<file path="config.mk">
export PLATFORM = sky130hd
export DESIGN_NAME = prime_scan_ctrl
export DESIGN_NICKNAME = d
export VERILOG_FILES = /design/src/rtl/prime_pkg.sv /design/src/rtl/prime_trial_div.sv /design/src/rtl/prime_scan_ctrl.sv
export SDC_FILE = /design/constraint.sdc
export NUM_CORES = 1
export LEC_CHECK = 0
export ABC_AREA = 1
export CELL_PAD_IN_SITES_DETAIL_PLACEMENT = 1
export CELL_PAD_IN_SITES_GLOBAL_PLACEMENT = 1
export CORE_ASPECT_RATIO = 0.5
export CORE_UTILIZATION = 48
export DETAILED_ROUTE_END_ITERATION = 6
export HOLD_SLACK_MARGIN = 0.03
export MAX_ROUTING_LAYER = met4
export PLACE_DENSITY_LB_ADDON = 0.2
export SETUP_SLACK_MARGIN = 0.5
export SYNTH_ARGS = -nofsm -noshare
export SYNTH_HDL_FRONTEND = slang
export SYNTH_SLANG_ARGS = --single-unit
export TNS_END_PERCENT = 5
</file>
<file path="constraint.sdc">
create_clock -name clk -period 28.4 [get_ports clk]
set_clock_uncertainty 0.15 [all_clocks]
set_input_delay 2.84 -clock clk [delete_from_list [all_inputs] [get_ports clk]]
set_output_delay 2.84 -clock clk [all_outputs]
set_load 0.005 [all_outputs]
</file>
<file path="src/rtl/prime_pkg.sv">
// Shared types and constants for the prime scan controller and its trial divider.
package prime_pkg;

    localparam int PRIME_W   = 11;
    localparam int PRIME_MIN = 2;

    typedef enum logic [2:0] {
        IDLE   = 3'd0,
        TEST   = 3'd1,
        RESULT = 3'd2,
        EMIT   = 3'd3,
        DONE   = 3'd4
    } scan_state_t;

endpackage

</file>
<file path="src/rtl/prime_trial_div.sv">
// Iterative trial divider: holds divisor d, steps it by one per cycle until
// d*d exceeds n (prime) or d divides n (composite).
import prime_pkg::*;

module prime_trial_div #(
    parameter int W = PRIME_W
) (
    input  logic         clk,
    input  logic         rst,
    input  logic         load,
    input  logic [W-1:0] n,
    output logic         verdictValid,
    output logic         isPrime
);

    logic [W-1:0]   d_r;
    logic [2*W-1:0] sq_s;
    logic [W-1:0]   rem_s;

    // d never drops below PRIME_MIN, so the modulo never sees a zero divisor
    assign sq_s         = {{W{1'b0}}, d_r} * {{W{1'b0}}, d_r};
    assign rem_s        = n % d_r;
    assign isPrime      = (sq_s > {{W{1'b0}}, n});
    assign verdictValid = isPrime || (rem_s == {W{1'b0}});

    // Divisor register: restart on load, advance until a verdict is reached
    always_ff @(posedge clk) begin
        if (rst) begin
            d_r <= W'(PRIME_MIN);
        end else if (load) begin
            d_r <= W'(PRIME_MIN);
        end else if (!verdictValid) begin
            d_r <= d_r + W'(1);
        end
    end

endmodule

</file>
<file path="src/rtl/prime_scan_ctrl.sv">
// Scans candidates 2..numMax by trial division, counting primes.
// Optional prime output stream enabled by defining PRIME_SCAN_STREAM_EN.
import prime_pkg::*;

module prime_scan_ctrl #(
    parameter int W = PRIME_W
) (
    input  logic         clk,
    input  logic         rst,
    input  logic         start,
    input  logic [W-1:0] numMax,
    output logic         busy,
    output logic         done,
    output logic [W-1:0] numberChecked,
    output logic         prime,
    output logic [W-1:0] numberOfPrimes,
    output logic [W-1:0] lastPrime,
    output logic         primeValid,
    input  logic         primeReady,
    output logic [W-1:0] primeOut
);

    scan_state_t  state_r, state_nx_s;
    logic [W-1:0] n_r;
    logic [W-1:0] max_r;
    logic         verdict_r;
    logic         load_s;
    logic         advance_s;
    logic         last_s;
    logic         verdict_valid_s;
    logic         is_prime_s;

    prime_trial_div #(.W(W)) u_div (
        .clk          (clk),
        .rst          (rst),
        .load         (load_s),
        .n            (n_r),
        .verdictValid (verdict_valid_s),
        .isPrime      (is_prime_s)
    );

    assign last_s    = (n_r == max_r);
    assign advance_s = load_s && (state_r != IDLE);

    // Next-state and divisor-load decode
    always_comb begin
        state_nx_s = state_r;
        load_s     = 1'b0;
        case (state_r)
            IDLE: begin
                if (start) begin
                    load_s = 1'b1;
                    if (numMax < W'(PRIME_MIN)) begin
                        state_nx_s = DONE;
                    end else begin
                        state_nx_s = TEST;
                    end
                end else begin
                    state_nx_s = IDLE;
                end
            end
            TEST: begin
                if (verdict_valid_s) begin
                    state_nx_s = RESULT;
                end else begin
                    state_nx_s = TEST;
                end
            end
            RESULT: begin
`ifdef PRIME_SCAN_STREAM_EN
                if (verdict_r) begin
                    state_nx_s = EMIT;
                end else if (last_s) begin
                    state_nx_s = DONE;
                end else begin
                    state_nx_s = TEST;
                    load_s     = 1'b1;
                end
`else
                if (last_s) begin
                    state_nx_s = DONE;
                end else begin
                    state_nx_s = TEST;
                    load_s     = 1'b1;
                end
`endif
            end
`ifdef PRIME_SCAN_STREAM_EN
            EMIT: begin
                if (!(primeValid && primeReady)) begin
                    state_nx_s = EMIT;
                end else if (last_s) begin
                    state_nx_s = DONE;
                end else begin
                    state_nx_s = TEST;
                    load_s     = 1'b1;
                end
            end
`endif
            DONE:    state_nx_s = IDLE;
            default: state_nx_s = IDLE;
        endcase
    end

    // State, candidate and result registers
    always_ff @(posedge clk) begin
        if (rst) begin
            state_r        <= IDLE;
            n_r            <= '0;
            max_r          <= '0;
            verdict_r      <= 1'b0;
            busy           <= 1'b0;
            done           <= 1'b0;
            numberChecked  <= '0;
            prime          <= 1'b0;
            numberOfPrimes <= '0;
            lastPrime      <= '0;
        end else begin
            state_r <= state_nx_s;
            busy    <= (state_nx_s == TEST) || (state_nx_s == RESULT) || (state_nx_s == EMIT);
            done    <= (state_nx_s == DONE);
            case (state_r)
                IDLE: begin
                    if (start) begin
                        max_r          <= numMax;
                        n_r            <= W'(PRIME_MIN);
                        numberChecked  <= '0;
                        prime          <= 1'b0;
                        numberOfPrimes <= '0;
                        lastPrime      <= '0;
                    end
                end
                TEST: begin
                    if (verdict_valid_s) begin
                        verdict_r <= is_prime_s;
                    end
                end
                RESULT: begin
                    numberChecked <= n_r;
                    prime         <= verdict_r;
                    if (verdict_r) begin
                        numberOfPrimes <= numberOfPrimes + W'(1);
                        lastPrime      <= n_r;
                    end
                    if (advance_s) begin
                        n_r <= n_r + W'(1);
                    end
                end
                EMIT: begin
                    if (advance_s) begin
                        n_r <= n_r + W'(1);
                    end
                end
                default: begin
                end
            endcase
        end
    end

`ifdef PRIME_SCAN_STREAM_EN
    // Stream registers: offer the prime held in n while in EMIT
    always_ff @(posedge clk) begin
        if (rst) begin
            primeValid <= 1'b0;
            primeOut   <= '0;
        end else begin
            primeValid <= (state_nx_s == EMIT);
            primeOut   <= (state_nx_s == EMIT) ? n_r : '0;
        end
    end
`else
    logic unused_ready_s;
    assign unused_ready_s = primeReady;
    assign primeValid     = 1'b0;
    assign primeOut       = '0;
`endif

endmodule

</file>
==> impl_metrics.py, run 1 <==
metrics = {
    "timing": {
        "slew_viol_final": 0,
        "worstMarginPinSlew_ps": 897,
        "final.setup.tns_ps": 0,
        "finalHoldViolCount": 0,
        "slew-limit-headroom": 0.400,
        "period_minus_slack_ps": 16560,
        "fmax_mhz": 60.4,
        "fin_crit_sh": 0.583,
        "setup_viol": 0,
        "rsz0062_at_grt": "no",
    },
    "synthesis": {
        "synth_compound_area_frac": 0.120,
        "synth.top_cell.area_share": 0.162,
        "yosysUniqueCellTypes": 55,
        "avgSynthCellArea_sq_um": 6.83,
        "synth-edff-count": 0,
        "synth_seq_cells": 73,
        "yosysWarnings": 0,
        "synth_simple_gate_area_frac": 0.275,
        "ys_seq_area_frac": 0.141,
        "syn_area_sq_um": 10400,
        "ys.flop_type": "dfxtp_1",
        "yosys.area.top_type": "ha_1",
        "synthXorXnorAreaFrac": 0.0464,
        "synth_area_leaders": "ha_1 (16%), dfxtp_1 (14%), nand2_1 (13%)",
        "synth_top_family_by_area": "adder cells",
        "yosys-top-cells-count": "nand2_1 (352), inv_1 (274), ha_1 (134)",
        "muxShareOfSynthArea": 0,
        "synthArstFlopShare": 0,
        "syn_inst": 1519,
        "synth_most_common_cell": "nand2_1",
        "synth_fa_ha_area_frac": 0.285,
    },
    "routing": {
        "drt-vias-per-instance": 5.50,
        "wirelength_um": 31900,
        "wl_per_cell_um": 17.3,
        "via_count": 10100,
        "drcViolationCount": 0,
        "dr.pass1.iters": 5,
        "ant_nets": 0,
        "drtIter0Drc": 486,
    },
    "grt": {
        "antenna_found_initial": 1,
        "grt_first_pass_wirelength_um": 53300,
        "grt_max_degree": 32,
        "grtUsageMet2": 0.536,
        "grt_pass1_vias": 10900,
        "grt_util_all_layers": 0.308,
        "busiest_layer": "met2",
        "grtUsageMet1": 0.379,
        "grt.met3_usage": 0.0473,
        "grt_overflow_total": 0,
    },
    "setup_path": {
        "cp.required_ps": 28540,
        "r2r_cells": 109,
        "start_kind": "register",
        "arrival_ps": 16690,
        "rrSetupSlack_ps": 11850,
        "end_kind": "register",
        "critical_path_class": "register to register",
        "cpPeakStageDelay_ps": 600,
        "path_common_cell": "nand2_1",
        "critPathMaxFanout": 15,
        "cp_slowest_cell": "dfxtp_1",
    },
    "layout": {
        "drive_above_1_share": 0.0542,
        "fin_nets": 1758,
        "areaGrowthSynthToFinish_pct": 9.32,
    },
    "floorplanning": {
        "initial_core_util": 0.497,
        "fp.coreArea_sq_um": 20900,
        "rows": 37,
        "dieArea_sq_um": 22200,
        "die_h_um": 106,
        "die_x_um": 210,
        "ios": 63,
    },
    "placed_design": {
        "gp_congestion": 0.922,
        "hpwl_um": 25400,
        "port_buffers": 49,
    },
    "clock_network": {
        "cts_setup_buffers": 0,
        "cts_htree_levels": 3,
        "tritoncts": "yes",
        "cts.sinks": 73,
        "insertion_delay_ps": 340,
        "cts_root_buf": "clkbuf_16",
        "cts_inserted_buffers": 9,
        "cts_hold_buf": 0,
        "max-clock-path-buffers": 2,
        "clk_pin_slew_ps": 70,
        "cts_resized": 0,
    },
    "min_path": {
        "min_delay_path_depth": 2,
        "worstHoldPathType": "register to register",
    },
    "status": {
        "outcome": "finished, final reports clean",
    },
    "flow_run": {
        "drv_cap": 0,
    },
}
==> state kept, by name (all words and copies together), names as in the netlist <==
name	cells
lastPrime	11
max_r	11
n_r	11
numberChecked	11
numberOfPrimes	11
u_div.d_r	11
state_r	3
busy	1
done	1
prime	1
verdict_r	1
==> critical path: cells and delay by family (launching register included) <==
kind	cells	cell delay, ps
DFF	1	600
AOI/OAI and AO/OA	15	2740
xor gates and xnor gates	1	160
and+or+nand+nor	74	9130
buffers and inverters	9	660
adders and majority gates	10	3060
==> kinds of logic after synthesis <==
kind of cell | Yosys count
buffers and inverters | 336
other | 1
AOI/OAI and AO/OA | 222
adders and majority gates | 198
DFF | 73
xor gates and xnor gates | 55
and+or+nand+nor | 634
==> placed cells by master (no fill, tap or decap), drive strengths merged, types with 2 or more instances in the layout <==
| cell type | instances |
|---|---|
| ha | 134 |
| nor3 | 24 |
| a22oi | 2 |
| inv | 285 |
| nand3 | 108 |
| clkbuf | 10 |
| dfxtp | 73 |
| or2 | 13 |
| o22ai | 2 |
| xor2 | 39 |
| nor3b | 2 |
| buf | 7 |
| nor4 | 6 |
| o31ai | 2 |
| or3 | 3 |
| conb | 12 |
| a211oi | 6 |
| o211ai | 3 |
| nor2 | 85 |
| xnor2 | 16 |
| nand4 | 21 |
| o221ai | 2 |
| nand2 | 359 |
| clkdlybuf4s50 | 49 |
| clkinv | 2 |
| a21oi | 111 |
| and2 | 7 |
| o211a | 2 |
| a31oi | 4 |
| o21ai | 74 |
| bufinv | 2 |
| fa | 64 |
| nand3b | 5 |
| o21bai | 9 |
==> per-stage QoR <==
step	hold slack (ps)	area (sq um)	std cells	util	setup WS (ps)
detailed placement	313	11000	1826	0.528	12260
floorplan	290	10400	1530	-	15210
finish	318	11300	1843	0.543	11850
CTS	322	11300	1842	0.543	12090
global route	343	11300	1843	0.543	10190
global placement	289	11000	1826	0.528	12950
==> final timing paths <==
path,startpoint,endpoint
min reg2reg,numberChecked[8],numberChecked[8]
max reg2reg,u_div.d_r[5],busy
max,u_div.d_r[5],busy
min,numberChecked[8],numberChecked[8]
==> final cells by class <==
class / count / area [sq um]
repair buffers: 56 / 543
flip-flops and latches: 73 / 1460
clock buffers: 10 / 229
diodes: 1 / 2.50
fillers: 2804 / 9540
well taps: 292 / 365
inverters: 284 / 1070
multi-input cells: 1121 / 7580
clock inverters: 6 / 90.1
==> per-layer routing <==
metal  routed length, um  part of all wire
met5                   0                 0
met4                 464             0.015
met3                1540             0.048
met2               15300              0.48
met1               14600              0.46
Power of run 1 is left out: the tool's default activity adds up to more than one toggle a clock period on the data nets, which glitch-free logic cannot reach.
==> run 2, diff against run 1 <==
CORE_UTILIZATION = 41   (was 48)
clock period = 13.47 ns   (was 28.4 ns; I/O delays follow)
==> run 2 against run 1 <==
Effect of this change: the flow now stops in 5_1_grt; area after synthesis did not move; synthesized cell count did not move.
==> impl_metrics.py, run 2 <==
metrics = {
    "synthesis": {
        "ys_seq_area_frac": 0.141,
        "yosys-top-cells-count": "nand2_1 (352), inv_1 (274), ha_1 (134)",
        "ys.flop_type": "dfxtp_1",
        "synth_area_leaders": "ha_1 (16%), dfxtp_1 (14%), nand2_1 (13%)",
        "avgSynthCellArea_sq_um": 6.83,
        "synthArstFlopShare": 0,
        "synth_most_common_cell": "nand2_1",
        "syn_inst": 1519,
        "yosys.area.top_type": "ha_1",
        "synth.top_cell.area_share": 0.162,
        "synth_seq_cells": 73,
        "synth-edff-count": 0,
        "yosysUniqueCellTypes": 55,
        "syn_area_sq_um": 10400,
        "yosysWarnings": 0,
    },
    "grt": {
        "grt_overflow_total": 107,
        "grt_max_degree": 32,
        "antenna_found_initial": 2,
        "grt_util_all_layers": 0.768,
    },
    "floorplanning": {
        "rows": 40,
        "initial_core_util": 0.425,
        "die_x_um": 227,
        "die_h_um": 114,
        "ios": 63,
    },
    "placed_design": {
        "port_buffers": 49,
        "hpwl_um": 28700,
        "dp.cells": 2064,
        "gp_congestion": 0.899,
    },
    "clock_network": {
        "cts.sinks": 73,
        "max-clock-path-buffers": 2,
        "cts_root_buf": "clkbuf_16",
        "cts_hold_buf": 0,
        "cts_htree_levels": 3,
        "cts_inserted_buffers": 9,
    },
    "status": {
        "first-error": "[ERROR GRT-0232] Routing congestion too high. Check the congestion heatmap in the GUI.",
        "last-stage-reached": "5_1_grt",
        "outcome": "stopped before the end",
    },
    "timing": {
        "postGrtWorstEndpoint": "u_div.d_r[7]$_SDFFE_PP0N_/D",
        "worst-ep-kind": "sequential cell input",
    },
}
[run 2: per-layer routing]
layer,GRT overflow,track usage
met1,8,0.755
met2,54,0.900
met3,5,0.631
met4,40,0.753
met5,-,-
[run 2: metrics by stage]
step           setup TNS [ps]  setup WS (ps)  instance area [sq um]
3_5_place_dp           -16250          -1160                  12700
2_1_floorplan               0            505                  10600
4_1_cts                 -1240           -111                  14600
3_3_place_gp            -5830           -433                  12700
[run 2: cell families after synthesis]
kind of cell	after synthesis	share of synthesized area
adders and majority gates	198	0.285
xor gates and xnor gates	55	0.0464
AOI/OAI and AO/OA	222	0.120
other	1	0.000361
buffers and inverters	336	0.132
and+or+nand+nor	634	0.275
DFF	73	0.141
[run 2: timing repair]
item                       CTS
buffers inserted            71
setup endpoints to repair   15
pin swaps                  142
resized for setup          216
cloned                       4
==> run 3, diff against run 2 <==
CELL_PAD_IN_SITES_DETAIL_PLACEMENT = unset   (was 1)
CELL_PAD_IN_SITES_GLOBAL_PLACEMENT = unset   (was 1)
CORE_ASPECT_RATIO = unset   (was 0.5)
CORE_UTILIZATION = 40   (was 41)
HOLD_SLACK_MARGIN = unset   (was 0.03)
MAX_ROUTING_LAYER = unset   (was met4)
PLACE_DENSITY_LB_ADDON = 0.15   (was 0.2)
SETUP_SLACK_MARGIN = unset   (was 0.5)
clock period = 17.5 ns   (was 13.47 ns; I/O delays follow)
==> run 3 against run 2 <==
Effect of this change: the run now ends clean.
==> impl_metrics.py, run 3 (synthesis results as in run 1) <==
metrics = {
    "status": {
        "outcome": "finished, final reports clean",
    },
    "layout": {
        "instances_no_fill": 1884,
        "layout_common_cells": "nand2_1 (352), inv_1 (274), ha_1 (134)",
        "seq_area_sq_um": 1460,
        "multi_input_area_sq_um": 7580,
        "final_common_cell": "nand2_1",
        "insertedDiodeCount": 0,
        "nFillCells": 2666,
        "drive_above_1_share": 0.0573,
        "areaGrowthSynthToFinish_pct": 9.96,
        "fin_nets": 1762,
        "fin_util": 0.450,
    },
    "timing": {
        "worstMarginPinSlew_ps": 901,
        "final.setup.tns_ps": 0,
        "slew-limit-headroom": 0.397,
        "setup_viol": 0,
        "fmax_mhz": 64.8,
        "finalHoldViolCount": 0,
        "period_minus_slack_ps": 15440,
        "slew_viol_final": 0,
        "setup_ws_ps": 2060,
        "fin_crit_sh": 0.882,
        "rsz0062_at_grt": "no",
    },
    "routing": {
        "wirelength_um": 26500,
        "dr.pass1.iters": 5,
        "wl_per_cell_um": 14.0,
        "drt-vias-per-instance": 4.98,
        "ant_nets": 0,
        "drtIter0Drc": 507,
        "drcViolationCount": 0,
        "via_count": 9391,
    },
    "setup_path": {
        "critical_path_class": "register to register",
        "cp.required_ps": 17640,
        "critPathMaxFanout": 15,
        "timing.rr.start": "u_div.d_r[5]",
        "r2r-end": "busy",
        "end_kind": "register",
        "arrival_ps": 15580,
        "cpPeakStageDelay_ps": 570,
        "start_kind": "register",
        "r2r_cells": 111,
        "rrSetupSlack_ps": 2060,
        "cp_slowest_cell": "dfxtp_1",
        "path_common_cell": "nand2_1",
    },
    "clock_network": {
        "cts_root_buf": "clkbuf_16",
        "cts_hold_buf": 0,
        "cts_inserted_buffers": 9,
        "clk_pin_slew_ps": 60,
        "tritoncts": "yes",
        "cts_htree_levels": 3,
        "cts.sinks": 73,
        "max-clock-path-buffers": 2,
        "insertion_delay_ps": 340,
    },
    "floorplanning": {
        "fp.coreArea_sq_um": 25300,
        "initial_core_util": 0.410,
        "dieArea_sq_um": 26600,
        "die_x_um": 163,
        "ios": 63,
        "rows": 58,
        "die_h_um": 163,
    },
    "grt": {
        "antenna_found_initial": 0,
        "grtUsageMet2": 0.333,
        "grt_util_all_layers": 0.211,
        "grt_max_degree": 32,
        "grtUsageMet1": 0.307,
        "grt_overflow_total": 0,
        "grt_pass1_vias": 8916,
        "busiest_layer": "met2",
        "grt.met3_usage": 0.0229,
        "grt_first_pass_wirelength_um": 44700,
    },
    "min_path": {
        "whs_endpoint": "numberOfPrimes[10]",
        "hp-start": "numberOfPrimes[10]",
        "worstHoldPathType": "register to register",
        "min_delay_path_depth": 1,
    },
    "placed_design": {
        "port_buffers": 49,
        "dp.cells": 1865,
        "hpwl_um": 21300,
        "gp_congestion": 0.839,
        "dp_slack_ps": 1950,
    },
    "flow_run": {
        "drv_cap": 0,
    },
}
## run 3: timing repair
item | in CTS | in global routing
setup buffers | 0 | 3
gates resized for setup | 0 | 1
setup endpoints to repair | 0 | 2
## run 3: worst max-delay path by stage
stage	slack, ps	to	cells after the start	start
6_report	2060	busy	111	u_div.d_r[5]
5_1_grt	230	busy	113	u_div.d_r[5]
4_1_cts	1880	busy	110	u_div.d_r[5]
3_5_place_dp	1950	verdict_r	109	u_div.d_r[5]
3_3_place_gp	2160	verdict_r	109	u_div.d_r[5]
2_1_floorplan	4310	u_div.d_r[0]	112	u_div.d_r[0]
## run 3: final cells by class
class,instances,share of cell area
clock inverter,7,0.00746
tap,330,0.0362
timing repair buffer,60,0.0502
sequential,73,0.128
clock buffer,9,0.0197
multi-input combinational,1121,0.665
inverter,284,0.0937
## run 3: critical path, delay by kind of cell, from the launching register on
kind | cells | cell delay, ps
compound gates | 14 | 1880
fa+ha+maj | 10 | 3110
simple gates | 74 | 8650
buf+inv | 12 | 840
flops | 1 | 570
xor+xnor | 1 | 140
## run 3: metrics by stage
step                      hold WS, ps  cell area (sq um)
after global placement            286              11100
after global routing              332              11400
after floorplan                   290              10400
final                             308              11400
after CTS                         307              11400
after detailed placement          295              11100
## run 3: per-layer routing
layer	routed length, um	up-vias
li1	-	4902
met1	13800	4324
met2	11500	144
met3	948	21
met4	271	0
met5	0	-
Power of run 3 is left out for the same reason.
